### src/rtl/time_set_controller_pkg.sv
// Shared types and limits for the time-set controller: state encoding
// (which is also the display field code), field widths and wrap limits.
package time_set_controller_pkg;

  localparam int HOUR_W = 5;
  localparam int MIN_W  = 6;
  localparam int SEC_W  = 6;
  localparam int IDLE_W = 6;

  localparam logic [HOUR_W-1:0] HOUR_MAX   = 5'd23;
  localparam logic [MIN_W-1:0]  MINSEC_MAX = 6'd59;

  typedef enum logic [1:0] {
    RUN      = 2'd0,
    SET_HOUR = 2'd1,
    SET_MIN  = 2'd2,
    SET_SEC  = 2'd3
  } state_e;

endpackage

### src/rtl/time_set_controller_if.sv
// Button, tick, running-time and edited-time bundle between the controller
// (slave) and whatever drives the buttons and timekeeper (master).
interface time_set_controller_if;
  import time_set_controller_pkg::*;

  logic              btn_mode;
  logic              btn_up;
  logic              btn_down;
  logic              sec_tick;
  logic [HOUR_W-1:0] cur_hour;
  logic [MIN_W-1:0]  cur_min;
  logic [SEC_W-1:0]  cur_sec;
  logic [HOUR_W-1:0] set_hour;
  logic [MIN_W-1:0]  set_min;
  logic [SEC_W-1:0]  set_sec;
  logic              load;
  logic              editing;
  logic [1:0]        field;

  modport master (
    output btn_mode, btn_up, btn_down, sec_tick, cur_hour, cur_min, cur_sec,
    input  set_hour, set_min, set_sec, load, editing, field
  );

  modport slave (
    input  btn_mode, btn_up, btn_down, sec_tick, cur_hour, cur_min, cur_sec,
    output set_hour, set_min, set_sec, load, editing, field
  );

endinterface

### src/rtl/time_set_controller_wrap_counter_step.sv
// One +1/-1 step of a modular counter over 0..max; up and down together,
// or neither, leave the value unchanged.
module wrap_counter_step #(
  parameter int W = 6
) (
  input  logic [W-1:0] value,
  input  logic [W-1:0] max,
  input  logic         up,
  input  logic         down,
  output logic [W-1:0] result
);

  always_comb begin
    result = value;
    if (up && !down)
      result = (value == max) ? '0 : value + W'(1);
    else if (down && !up)
      result = (value == '0) ? max : value - W'(1);
  end

endmodule

### src/rtl/time_set_controller.sv
// Mode/up/down time-setting FSM with registered edit fields and a one-cycle
// load strobe. Define TIME_SET_TIMEOUT_EN to abandon idle edits after TIMEOUT_SEC.
module time_set_controller
  import time_set_controller_pkg::*;
#(
  parameter int TIMEOUT_SEC = 10
) (
  input  logic                 clk,
  input  logic                 reset,
  time_set_controller_if.slave bus
);

  if (TIMEOUT_SEC < 1 || TIMEOUT_SEC > 63) begin : g_bad_timeout
    $error("TIMEOUT_SEC must be in 1..63");
  end

  state_e            state_q, state_d;
  logic [HOUR_W-1:0] hour_q, hour_d, hour_step;
  logic [MIN_W-1:0]  min_q, min_d, min_step;
  logic [SEC_W-1:0]  sec_q, sec_d, sec_step;
  logic              load_q, load_d;
  logic              editing_q, editing_d;
  logic [1:0]        field_q, field_d;
  logic              step_up, step_dn, timed_out;

  // mode outranks up/down; up with down cancels out
  assign step_up = bus.btn_up & ~bus.btn_down & ~bus.btn_mode;
  assign step_dn = bus.btn_down & ~bus.btn_up & ~bus.btn_mode;

  wrap_counter_step #(.W(HOUR_W)) u_hour (
    .value(hour_q), .max(HOUR_MAX),
    .up(step_up && state_q == SET_HOUR), .down(step_dn && state_q == SET_HOUR),
    .result(hour_step));
  wrap_counter_step #(.W(MIN_W)) u_min (
    .value(min_q), .max(MINSEC_MAX),
    .up(step_up && state_q == SET_MIN), .down(step_dn && state_q == SET_MIN),
    .result(min_step));
  wrap_counter_step #(.W(SEC_W)) u_sec (
    .value(sec_q), .max(MINSEC_MAX),
    .up(step_up && state_q == SET_SEC), .down(step_dn && state_q == SET_SEC),
    .result(sec_step));

`ifdef TIME_SET_TIMEOUT_EN
  logic [IDLE_W-1:0] idle_q, idle_d;
  assign timed_out = (state_q != RUN) && (idle_q >= IDLE_W'(TIMEOUT_SEC));

  // any accepted pulse restarts the count, even alongside a tick
  always_comb begin
    idle_d = idle_q;
    if (state_q == RUN || timed_out || bus.btn_mode || step_up || step_dn)
      idle_d = '0;
    else if (bus.sec_tick)
      idle_d = idle_q + IDLE_W'(1);
  end

  always_ff @(posedge clk) begin
    if (!reset) idle_q <= '0;
    else        idle_q <= idle_d;
  end
`else
  assign timed_out = 1'b0;
`endif

  always_comb begin
    state_d = state_q;
    hour_d  = hour_q;
    min_d   = min_q;
    sec_d   = sec_q;
    load_d  = 1'b0;
    unique case (state_q)
      RUN: begin
        if (bus.btn_mode) begin
          state_d = SET_HOUR;
          hour_d  = bus.cur_hour;
          min_d   = bus.cur_min;
          sec_d   = bus.cur_sec;
        end
      end
      default: begin
        if (timed_out) begin
          state_d = RUN;
        end else if (bus.btn_mode) begin
          unique case (state_q)
            SET_HOUR: state_d = SET_MIN;
            SET_MIN:  state_d = SET_SEC;
            default: begin
              state_d = RUN;
              load_d  = 1'b1;
            end
          endcase
        end else begin
          hour_d = hour_step;
          min_d  = min_step;
          sec_d  = sec_step;
        end
      end
    endcase
    editing_d = (state_d != RUN);
    field_d   = state_d;
  end

  always_ff @(posedge clk) begin
    if (!reset) begin
      state_q   <= RUN;
      hour_q    <= '0;
      min_q     <= '0;
      sec_q     <= '0;
      load_q    <= 1'b0;
      editing_q <= 1'b0;
      field_q   <= 2'd0;
    end else begin
      state_q   <= state_d;
      hour_q    <= hour_d;
      min_q     <= min_d;
      sec_q     <= sec_d;
      load_q    <= load_d;
      editing_q <= editing_d;
      field_q   <= field_d;
    end
  end

  assign bus.set_hour = hour_q;
  assign bus.set_min  = min_q;
  assign bus.set_sec  = sec_q;
  assign bus.load     = load_q;
  assign bus.editing  = editing_q;
  assign bus.field    = field_q;

endmodule

### src/flat_wrapper.sv
// flat-port wrapper written by rule: the top's interface ports become plain ports
module time_set_controller_flat import time_set_controller_pkg::*;
#(
  parameter int TIMEOUT_SEC = 10
)
  (clk, reset, bus_btn_mode, bus_btn_up, bus_btn_down, bus_sec_tick, bus_cur_hour, bus_cur_min, bus_cur_sec, bus_set_hour, bus_set_min, bus_set_sec, bus_load, bus_editing, bus_field);
  time_set_controller_if bus_i ();
  input  logic clk;
  input  logic reset;
  input wire logic [$bits(bus_i.btn_mode)-1:0] bus_btn_mode;
  input wire logic [$bits(bus_i.btn_up)-1:0] bus_btn_up;
  input wire logic [$bits(bus_i.btn_down)-1:0] bus_btn_down;
  input wire logic [$bits(bus_i.sec_tick)-1:0] bus_sec_tick;
  input wire logic [$bits(bus_i.cur_hour)-1:0] bus_cur_hour;
  input wire logic [$bits(bus_i.cur_min)-1:0] bus_cur_min;
  input wire logic [$bits(bus_i.cur_sec)-1:0] bus_cur_sec;
  output wire logic [$bits(bus_i.set_hour)-1:0] bus_set_hour;
  output wire logic [$bits(bus_i.set_min)-1:0] bus_set_min;
  output wire logic [$bits(bus_i.set_sec)-1:0] bus_set_sec;
  output wire logic [$bits(bus_i.load)-1:0] bus_load;
  output wire logic [$bits(bus_i.editing)-1:0] bus_editing;
  output wire logic [$bits(bus_i.field)-1:0] bus_field;
  assign bus_i.btn_mode = bus_btn_mode;
  assign bus_i.btn_up = bus_btn_up;
  assign bus_i.btn_down = bus_btn_down;
  assign bus_i.sec_tick = bus_sec_tick;
  assign bus_i.cur_hour = bus_cur_hour;
  assign bus_i.cur_min = bus_cur_min;
  assign bus_i.cur_sec = bus_cur_sec;
  assign bus_set_hour = bus_i.set_hour;
  assign bus_set_min = bus_i.set_min;
  assign bus_set_sec = bus_i.set_sec;
  assign bus_load = bus_i.load;
  assign bus_editing = bus_i.editing;
  assign bus_field = bus_i.field;
  time_set_controller #(.TIMEOUT_SEC(TIMEOUT_SEC)) u_core (.clk(clk), .reset(reset), .bus(bus_i));
endmodule
### config.mk
export PLATFORM = sky130hd
export DESIGN_NAME = time_set_controller_flat
export DESIGN_NICKNAME = d
export VERILOG_FILES = /design/src/rtl/time_set_controller_pkg.sv /design/src/rtl/time_set_controller_if.sv /design/src/rtl/time_set_controller_wrap_counter_step.sv /design/src/rtl/time_set_controller.sv /design/src/flat_wrapper.sv
export SDC_FILE = /design/constraint.sdc
export NUM_CORES = 1
export LEC_CHECK = 0
export ABC_AREA = 1
export CAP_MARGIN = 20
export CELL_PAD_IN_SITES_DETAIL_PLACEMENT = 1
export CELL_PAD_IN_SITES_GLOBAL_PLACEMENT = 1
export CORE_MARGIN = 4
export CORE_UTILIZATION = 35
export CTS_CLUSTER_SIZE = 40
export DETAILED_ROUTE_END_ITERATION = 8
export GPL_ROUTABILITY_DRIVEN = 0
export PLACE_DENSITY_LB_ADDON = 0.1
export SLEW_MARGIN = 0
export SYNTH_ARGS = -nofsm -noshare
export SYNTH_HDL_FRONTEND = slang
export SYNTH_SLANG_ARGS = --single-unit
### constraint.sdc
create_clock -name clk -period 2.4 [get_ports clk]
set_input_delay 0.24 -clock clk [delete_from_list [all_inputs] [get_ports clk]]
set_output_delay 0.24 -clock clk [all_outputs]
set_load 0.005 [all_outputs]
After elaboration in Yosys (flattened, before gate mapping) --
Index checks and enable logic that the tools add are counted.
Cells by class: add/subtract/negate cells 6, eq/ne operators 8, multiplexer cells 26, bitwise logic cells 8, reduce and logical (&&, ||, !) cells 31
Operators by type and width (count):
- $mux 6 | 14
- $mux 5 | 7
- $add 6x1->6 const B | 2
- $eq 6x6->1 const B | 2
- $logic_and 1x1->1 | 12
- $logic_not 6->1 | 2
- $sub 6x1->6 const B | 2
- $reduce_and 3->1 | 3
- $reduce_bool 3->1 | 3
- $logic_not 1->1 | 6
- $mux 2 | 3
- $add 5x1->5 const B | 1
- $eq 5x5->1 const B | 1
- $logic_not 5->1 | 1
- $sub 5x1->5 const B | 1
- $and 1x1->1 | 4
- $eq 2x2->1 const B | 2
- $not 1->1 | 4
- $pmux 2 s2 | 1
- $reduce_or 3->1 | 1
- $eq 2x1->1 const B | 1
- $logic_not 2->1 | 1
- $ne 2x1->1 const B | 1
- $ne 2x2->1 const B | 1
- other kinds (3) | 3
Word-level totals: bits in registers 21, input bits 23, output and inout port bits 21

Longest topological paths before layout --
Gate-level depths: netlist (run 1).
word-level depth 10, depth in mapped cells 11, gate-level depth less buffers 9

By module --
Synthesis (run 1) repeated with hierarchy kept, for this count alone.
Unflattened totals: cells, all modules 466, area, all modules 2656.3 um2
Modules (own cells, without submodules):
- time_set_controller | instances 1, cells an instance 165, area each 1111.1 um2, sequential area each 420.4 um2
- wrap_counter_step at u_core.u_min ... | instances 2, cells an instance 111, area each 555.5 um2, sequential area each 0.0 um2
- wrap_counter_step at u_core.u_hour | instances 1, cells an instance 79, area each 434.2 um2, sequential area each 0.0 um2

Least setup slack after synthesis (run 1) --
No wires, ideal clock.
kind register -> register, from reg u_core.bus.field[0] (netlist name), to reg u_core.sec_q[2] (netlist: u_core.bus.set_sec[2]), library setup time 0.118 ns, data arrival time 1.795 ns, data required time 2.282 ns, slack 0.487 ns, cell stages (with the launch flop) 11, buffers on the path 2, period minus slack after synthesis 1.913 ns, cell sequence dfxtp_1 > inv_1 > ha_1 > inv_2 > clkbuf_1 > ha_1 > nor2_1 > nand2_2 > buf_6 > a21oi_1 > a21oi_1
RTL lines:
- to (signal assigned) | line time_set_controller.sv:107 | sec_q <= '0;
- to (signal assigned) | line time_set_controller.sv:115 | sec_q <= sec_d;
- to (decl) | line time_set_controller.sv:20 | logic [SEC_W-1:0] sec_q, sec_d, sec_step;

==> impl_metrics.json, run 1 <==
{
  "critPathKind": "reg2reg",
  "grt_pass1_wl_mm": 10.1,
  "synth_cell_types": 37,
  "io_buffers": 42,
  "whs_path_depth": 2,
  "syn2layout_area_growth_pct": 28.0,
  "crit_fanout": 11,
  "die_w_um": 81.8,
  "io_pins": 44,
  "slew_headroom_pct": 74.7,
  "grt_setup_unrepaired": "no",
  "n_antenna_cell": 0,
  "final.fill_count": 710,
  "required_ns": 2.59,
  "finalInstanceArea_um2": 2440,
  "grt_max_degree": 25,
  "insertion_delay_ns": 0.27,
  "drtIter0Drc": 56,
  "hold_slack_ns": 0.535,
  "ys_seq_area_share_pct": 22.0,
  "timing.final.hold_violations": 0,
  "fp.coreArea_um2": 5200,
  "period_share_pct": 79.5,
  "detailed_place_hpwl_mm": 4.47,
  "drtAntennaViolNets": 0,
  "nets": 373,
  "path_clk_slew_ns": 0.09,
  "instances_no_fill": 404,
  "finClkSkew_ns": 0.0109,
  "multi_input_comb_area_um2": 1330,
  "synth_edf_count": 0,
  "yosysTopAreaCell": "dfxtp_1",
  "pre_cts_ws_ns": 0.367,
  "syn-num-nets": 331,
  "p_total_mw": 1.16,
  "post_cts_resized": 0,
  "ir_worst_vdd_v": 0.000210,
  "min_period_ns": 1.91,
  "min_path_type": "reg2reg",
  "arrival_ns": 2.10,
  "ys_seq_elements": 21,
  "critPathLaunchType": "flop",
  "fin_util_pct": 46.9,
  "antenna_found_initial": 0,
  "clockRootBuffer": "clkbuf_8",
  "fmax_mhz": 524,
  "powerDensity_nw_per_um2": 475,
  "postCtsSetupBuffers": 0,
  "grt_pass1_vias": 2111,
  "routed_wl_mm": 5.87,
  "setup_tns_ns": 0,
  "seq_area_um2": 420,
  "vias": 2082,
  "drc": 0,
  "status": "complete, no violations",
  "layout_setup_ws_ns": 0.492,
  "critPathCaptureType": "flop",
  "synth_flop_cell": "dfxtp_1",
  "power_leakage_nw": 1.05,
  "tritoncts": "done",
  "numCtsBuffers": 3,
  "dpl_cell_area_um2": 2390,
  "synthTopCellsByCount": "nand2_1, nand3_1, nor2_1",
  "yosys_warnings": 0,
  "worst_pin_slew_ns": 0.379,
  "drt-vias-per-instance": 5.15,
  "rr_worst_depth": 8,
  "dr.pass1.iters": 4,
  "wl_per_cell_um": 14.5,
  "syn_inst": 293,
  "globalRouteOverflowTotal": 0,
  "die_h_um": 81.8,
  "grtUsageTotal_pct": 19.0,
  "drive_above_1_share_pct": 8.98,
  "avgSynthCellArea_um2": 6.51,
  "numClockSinks": 21,
  "start_util_pct": 36.6,
  "finalMaxSlewViolations": 0,
  "synthMostInstantiatedCell": "nand2_1",
  "synth_area_leaders": "dfxtp_1, nand2_1, ha_1, nand3_1, nor2_1",
  "clock_path_buffers": 2,
  "syn_area_um2": 1910,
  "synth_top_area_share_pct": 22.0,
  "hold_buffers": 0,
  "h-tree-depth": 1,
  "dieArea_um2": 6690,
  "ys_async_sr_fraction_pct": 0,
  "num_rows": 26,
  "dp_cells": 400,
  "setup_viol": 0,
  "cap_violations": 0
}
==> registers in the layout, indices dropped and copies added (netlist names) <==
signal / count
u_core.bus.set_min: 6
u_core.bus.set_hour: 5
u_core.bus.load: 1
u_core.bus.field: 2
u_core.bus.set_sec: 6
u_core.bus.editing: 1
==> where the power goes <==
part           total, mW  internal, mW  leakage [nW]  switching, mW
Clock              0.246         0.116        0.0255          0.130
Combinational      0.480         0.219         0.848          0.261
Sequential         0.434         0.380         0.173         0.0540
==> cell usage in the layout, fill, tap and decap left out <==
cell type        count
o21ai_1              3
inv_2                2
clkinv_2             1
nor2_2               5
nand2_4              2
a31oi_1              1
xor2_1              10
xnor2_1              2
nand4_4              2
nand2_1             69
o21bai_1             1
nor2_1              33
inv_4                1
o2bb2ai_1            2
dfxtp_1             21
nand3_2              3
inv_1               24
nor4_1               1
clkinv_1             1
o21ai_0             11
a21oi_1             24
nor3_1               2
a21oi_2              4
nand4_1              4
o21a_1               2
o211ai_1             1
ha_1                15
o22ai_1              1
nand2_2              1
nand3_1             34
clkdlybuf4s50_1     42
nor2_4               1
nand4_2              1
buf_4                4
clkbuf_8             3
==> kinds of logic after synthesis <==
group,after synthesis,synth area share [%]
simple gates,158,39.4
compound gates,50,15.0
buf+inv,37,8.27
flops,21,22.0
fa+ha+maj,15,9.84
xor+xnor,12,5.51
==> per-layer routing <==
metal | vias to the layer above | track usage (%) | wire (um) | part of all wire [%]
li1 | 1045 | - | - | -
met2 | 39 | 32.5 | 2860 | 49
met4 | 0 | 4.98 | 55 | 0.94
met1 | 994 | 25.4 | 2770 | 47
met3 | 4 | 1.86 | 185 | 3.2
met5 | - | 0 | 0 | 0
==> worst max-delay path, stage by stage (launching register included) <==
cell and delay (ns):
dfxtp_1 0.43, inv_1 0.11, ha_1 0.33, ha_1 0.23, nor2_1 0.18, nand2_2 0.21
nor2_1 0.12, o21ai_0 0.08, a21oi_1 0.13
==> worst paths after layout <==
check,startpoint,endpoint,slack (ns)
max,u_core.bus.field[0],u_core.bus.set_sec[0],0.49
min,u_core.bus.set_min[0],u_core.bus.set_min[0],0.54
min reg2reg,u_core.bus.set_min[0],u_core.bus.set_min[0],0.54
max reg2reg,u_core.bus.field[0],u_core.bus.set_sec[0],0.49
==> final cells by class <==
| type | instances | area share [%] |
|---|---|---|
| multi-input combinational | 235 | 54.4 |
| timing repair buffer | 46 | 18.5 |
| sequential | 21 | 17.2 |
| inverter | 28 | 4.41 |
| tap | 70 | 3.59 |
| clock buffer | 3 | 1.69 |
| clock inverter | 1 | 0.205 |
Note: power is estimated with default switching activity, not from simulation.
==> inputs of run 2 (changes only) <==
--- a/config.mk
+++ b/config.mk
@@ -10,7 +10,7 @@
 export CELL_PAD_IN_SITES_DETAIL_PLACEMENT = 1
 export CELL_PAD_IN_SITES_GLOBAL_PLACEMENT = 1
 export CORE_MARGIN = 4
-export CORE_UTILIZATION = 35
+export CORE_UTILIZATION = 32
 export CTS_CLUSTER_SIZE = 40
 export DETAILED_ROUTE_END_ITERATION = 8
 export GPL_ROUTABILITY_DRIVEN = 0
==> constraint.sdc (replaced) <==
create_clock -name clk -period 1.75 [get_ports clk]
set_input_delay 0.175 -clock clk [delete_from_list [all_inputs] [get_ports clk]]
set_output_delay 0.175 -clock clk [all_outputs]
set_load 0.005 [all_outputs]
==> impl_metrics.json, run 2 (synthesis gave the netlist of run 1 again) <==
{
  "clockRootBuffer": "clkbuf_8",
  "finalMaxSlewViolations": 0,
  "io_pins": 44,
  "wl_per_cell_um": 14.3,
  "required_ns": 1.95,
  "p_total_mw": 1.63,
  "io_buffers": 42,
  "dieArea_um2": 7260,
  "dr.pass1.iters": 4,
  "setup_viol": 0,
  "powerDensity_nw_per_um2": 631,
  "final_common_cell": "nand2_1",
  "die_w_um": 85.2,
  "hold_slack_ns": 0.533,
  "drtIter0Drc": 51,
  "fp.coreArea_um2": 5640,
  "clock_path_buffers": 2,
  "nets": 387,
  "whs_path_depth": 2,
  "setup_tns_ns": 0,
  "n_antenna_cell": 0,
  "hp-start": "u_core.bus.set_min[0]",
  "crit_fanout": 9,
  "drc": 0,
  "mostFrequentLayoutCells": "nand2_1, clkdlybuf4s50_1, nand3_1",
  "h-tree-depth": 1,
  "status": "complete, no violations",
  "hold_path_end": "u_core.bus.set_min[0]",
  "ff2ff_setup_slack_ns": 0.11,
  "grtUsageTotal_pct": 16.9,
  "min_path_type": "reg2reg",
  "fmax_mhz": 609,
  "detailed_place_hpwl_mm": 4.62,
  "drtAntennaViolNets": 0,
  "numCtsBuffers": 3,
  "rr_worst_depth": 10,
  "min_period_ns": 1.64,
  "slew_headroom_pct": 75.4,
  "insertion_delay_ns": 0.26,
  "start_util_pct": 33.8,
  "timing.final.hold_violations": 0,
  "tritoncts": "done",
  "power_leakage_nw": 1.12,
  "final.fill_count": 731,
  "postCtsSetupBuffers": 0,
  "critPathCaptureType": "flop",
  "globalRouteOverflowTotal": 0,
  "drive_above_1_share_pct": 13.2,
  "grt_max_degree": 25,
  "drt-vias-per-instance": 5.03,
  "rr_endpoint": "u_core.bus.set_hour[4]",
  "post_cts_resized": 0,
  "crit_start": "u_core.bus.field[0]",
  "routed_wl_mm": 5.99,
  "grt_pass1_vias": 2129,
  "die_h_um": 85.2,
  "period_share_pct": 93.9,
  "grt_pass1_wl_mm": 10.1,
  "critPathKind": "reg2reg",
  "hold_buffers": 0,
  "worst_pin_slew_ns": 0.368,
  "arrival_ns": 1.84,
  "antenna_found_initial": 0,
  "syn2layout_area_growth_pct": 35.1,
  "numClockSinks": 21,
  "r2r-start": "u_core.bus.field[0]",
  "path_clk_slew_ns": 0.09,
  "ir_worst_vdd_v": 0.000284,
  "critPathLaunchType": "flop",
  "cap_violations": 0,
  "finClkSkew_ns": 0.00504,
  "vias": 2111,
  "grt_setup_unrepaired": "no",
  "num_rows": 27
}
-- run 2: cell types whose count changed in the layout (fill, tap and decap cells not counted), sizes merged --
cell / before / now
clkbuf: 3 / 4
buf: 4 / 18
clkinv: 2 / 1
-- run 2: layout make-up --
| type | instances | area, um2 | share of cell area (%) |
|---|---|---|---|
| Tap cell | 72 | 90.1 | 3.50 |
| Sequential cell | 21 | 420 | 16.3 |
| Timing Repair Buffer | 60 | 556 | 21.6 |
| Inverter | 28 | 108 | 4.18 |
| Clock buffer | 4 | 45.0 | 1.75 |
| Multi-Input combinational cell | 235 | 1360 | 52.7 |
-- run 2: power by group --
group          total (mW)  leakage, nW  internal (mW)  switching [mW]
logic               0.690        0.921          0.323           0.367
clock network       0.345       0.0228          0.163           0.183
registers           0.591        0.173          0.521          0.0695
total                1.63         1.12           1.01           0.619
-- run 2: layer usage --
layer	GRT usage (%)	wire, um	up-vias
met5	0	0	-
met4	4.17	56	0
met3	2.14	135	4
met2	30.8	3110	27
met1	20.7	2690	1000
li1	-	-	1080
-- run 2: how the worst max path moves through the flow --
| stage | to | slack (ns) | cells after the start |
|---|---|---|---|
| CTS | u_core.bus.set_hour[4] | 0.03 | 10 |
| global placement | u_core.bus.set_sec[0] | -0.03 | 8 |
| finish | u_core.bus.set_hour[4] | 0.11 | 10 |
| global route | u_core.bus.set_hour[0] | 0.01 | 10 |
| detailed placement | u_core.bus.set_sec[0] | -0.1 | 8 |
| floorplan | u_core.bus.set_sec[2] | 0.01 | 10 |
-- run 2: worst max-delay path, cell delays in order (launching register included) --
cell and delay, ns:
dfxtp_1 0.32, inv_1 0.15, ha_4 0.19, inv_2 0.04, ha_1 0.21, nor2_4 0.13
buf_4 0.15, nand2_4 0.09, nor2_1 0.09, o21ai_1 0.07, a21oi_1 0.13
-- run 2: stage by stage --
stage               setup slack (ns)  cells  utilization, %  area [um2]
floorplan                     0.0115    293               -        1920
global placement             -0.0328    416            44.5        2510
detailed placement           -0.0996    416            44.5        2510
CTS                           0.0252    420            45.3        2550
global route                  0.0124    420            45.7        2580
finish                         0.107    420            45.7        2580
==> inputs of run 3 (changes only) <==
--- a/config.mk
+++ b/config.mk
@@ -9,6 +9,7 @@
 export CAP_MARGIN = 20
 export CELL_PAD_IN_SITES_DETAIL_PLACEMENT = 1
 export CELL_PAD_IN_SITES_GLOBAL_PLACEMENT = 1
+export CORE_ASPECT_RATIO = 1.25
 export CORE_MARGIN = 4
 export CORE_UTILIZATION = 32
 export CTS_CLUSTER_SIZE = 40
==> impl_metrics.json, run 3 (synthesis gave the netlist of run 1 again) <==
{
  "fmax_mhz": 626,
  "syn2layout_area_growth_pct": 35.8,
  "cp_cell_sequence": "inv_1, ha_4, inv_2, ha_1, nor2_4, buf_4, nand2_4, a21oi_1, o21a_1",
  "n_antenna_cell": 0,
  "grt_pass1_vias": 2173,
  "drtAntennaViolNets": 0,
  "setup_viol": 0,
  "io_pins": 44,
  "timing.final.hold_violations": 0,
  "critPathMaxStageDelay_ns": 0.32,
  "post_cts_resized": 0,
  "path_clk_slew_ns": 0.09,
  "die_h_um": 94.3,
  "powerDensity_nw_per_um2": 630,
  "globalRouteOverflowTotal": 0,
  "clkPwrFrac_pct": 20.5,
  "detailed_place_hpwl_mm": 4.70,
  "power_leakage_nw": 1.13,
  "setup_tns_ns": 0,
  "p_sw_share_pct": 37.8,
  "io_buffers": 42,
  "numCtsBuffers": 3,
  "start_util_pct": 33.0,
  "hold_buffers": 0,
  "arrival_ns": 1.80,
  "dieArea_um2": 7270,
  "postCtsSetupBuffers": 0,
  "final_common_cell": "nand2_1",
  "p_comb_share_pct": 43.2,
  "critPathSlowestCell": "dfxtp_1",
  "drive_above_1_share_pct": 13.5,
  "p_total_mw": 1.63,
  "grt_setup_unrepaired": "no",
  "min_period_ns": 1.60,
  "slew_headroom_pct": 75.6,
  "p_switching_mw": 0.617,
  "grt_max_degree": 25,
  "ir_worst_vdd_v": 0.000363,
  "dp_cells": 411,
  "grtUsageTotal_pct": 16.8,
  "nets": 388,
  "num_rows": 31,
  "drc": 0,
  "crit_fanout": 9,
  "cap_violations": 0,
  "clock_path_buffers": 2,
  "grt_pass1_wl_mm": 9.98,
  "finClkSkew_ns": 0.00562,
  "die_w_um": 77.0,
  "drt-vias-per-instance": 5.09,
  "routed_wl_mm": 5.95,
  "tritoncts": "done",
  "vias": 2111,
  "numClockSinks": 21,
  "drtIter0Drc": 68,
  "antenna_found_initial": 0,
  "h-tree-depth": 1,
  "critPathLaunchType": "flop",
  "required_ns": 1.96,
  "mostFrequentLayoutCells": "nand2_1, clkdlybuf4s50_1, nand3_1",
  "wl_per_cell_um": 14.3,
  "min_path_type": "reg2reg",
  "p_int_mw": 1.01,
  "worst_pin_slew_ns": 0.365,
  "p_seq_share_pct": 36.2,
  "period_share_pct": 91.2,
  "clockRootBuffer": "clkbuf_8",
  "dr.pass1.iters": 4,
  "instances_no_fill": 415,
  "critPathKind": "reg2reg",
  "insertion_delay_ns": 0.26,
  "finalMaxSlewViolations": 0,
  "critPathCaptureType": "flop",
  "fp.coreArea_um2": 5780,
  "status": "complete, no violations"
}
-- run 3: critical path, delay by kind of cell, from the launching register on --
kind / cells / cell delay, ns
adder cells (fa/ha/maj): 2 / 0.38
buffers and inverters: 3 / 0.33
flip-flops: 1 / 0.32
AO/OA/AOI/OAI: 2 / 0.30
AND/OR/NAND/NOR: 2 / 0.21
-- run 3: cell type report --
cell class	instances	area [um2]
Tap cell	66	82.6
Sequential cell	21	420
Fill cell	760	3190
Inverter	28	108
Timing Repair Buffer	61	576
Multi-Input combinational cell	235	1360
Clock buffer	4	45.0
-- run 3: power groups by stage --
stage / registers [mW] / logic (mW) / clock network [mW]
after floorplan: 0.578 / 0.439 / 0
after global placement: 0.604 / 0.679 / 0
after detailed placement: 0.604 / 0.700 / 0
after CTS: 0.593 / 0.707 / 0.351
after global routing: 0.603 / 0.799 / 0.361
final: 0.591 / 0.705 / 0.335
-- run 3: final timing paths --
path | from | end | slack (ns) | cells after the start
hold / removal | u_core.bus.set_min[0] | u_core.bus.set_min[0] | 0.53 | 2
hold reg to reg | u_core.bus.set_min[0] | u_core.bus.set_min[0] | 0.53 | 2
setup / recovery | u_core.bus.field[0] | u_core.bus.set_hour[1] | 0.15 | 9
setup reg to reg | u_core.bus.field[0] | u_core.bus.set_hour[1] | 0.15 | 9
-- run 3: through the flow --
| step | utilization (%) | worst slack, ns | hold WS (ns) | instance area (um2) |
|---|---|---|---|---|
| 5_1_grt | 44.8 | 0.0304 | 0.565 | 2590 |
| 3_5_place_dp | 43.6 | -0.0821 | 0.529 | 2520 |
| 2_1_floorplan | - | 0.0115 | 0.298 | 1920 |
| 4_1_cts | 44.4 | 0.103 | 0.544 | 2570 |
| 6_report | 44.8 | 0.153 | 0.534 | 2590 |
| 3_3_place_gp | 43.6 | -0.0150 | 0.523 | 2520 |
-- run 3: per-layer routing --
layer | vias to the layer above | track usage [%] | part of all wire, %
met5 | - | 0 | 0
li1 | 1076 | - | -
met3 | 4 | 2.02 | 2.2
met1 | 1005 | 20.5 | 44
met4 | 0 | 3.26 | 0.84
met2 | 26 | 31.7 | 53
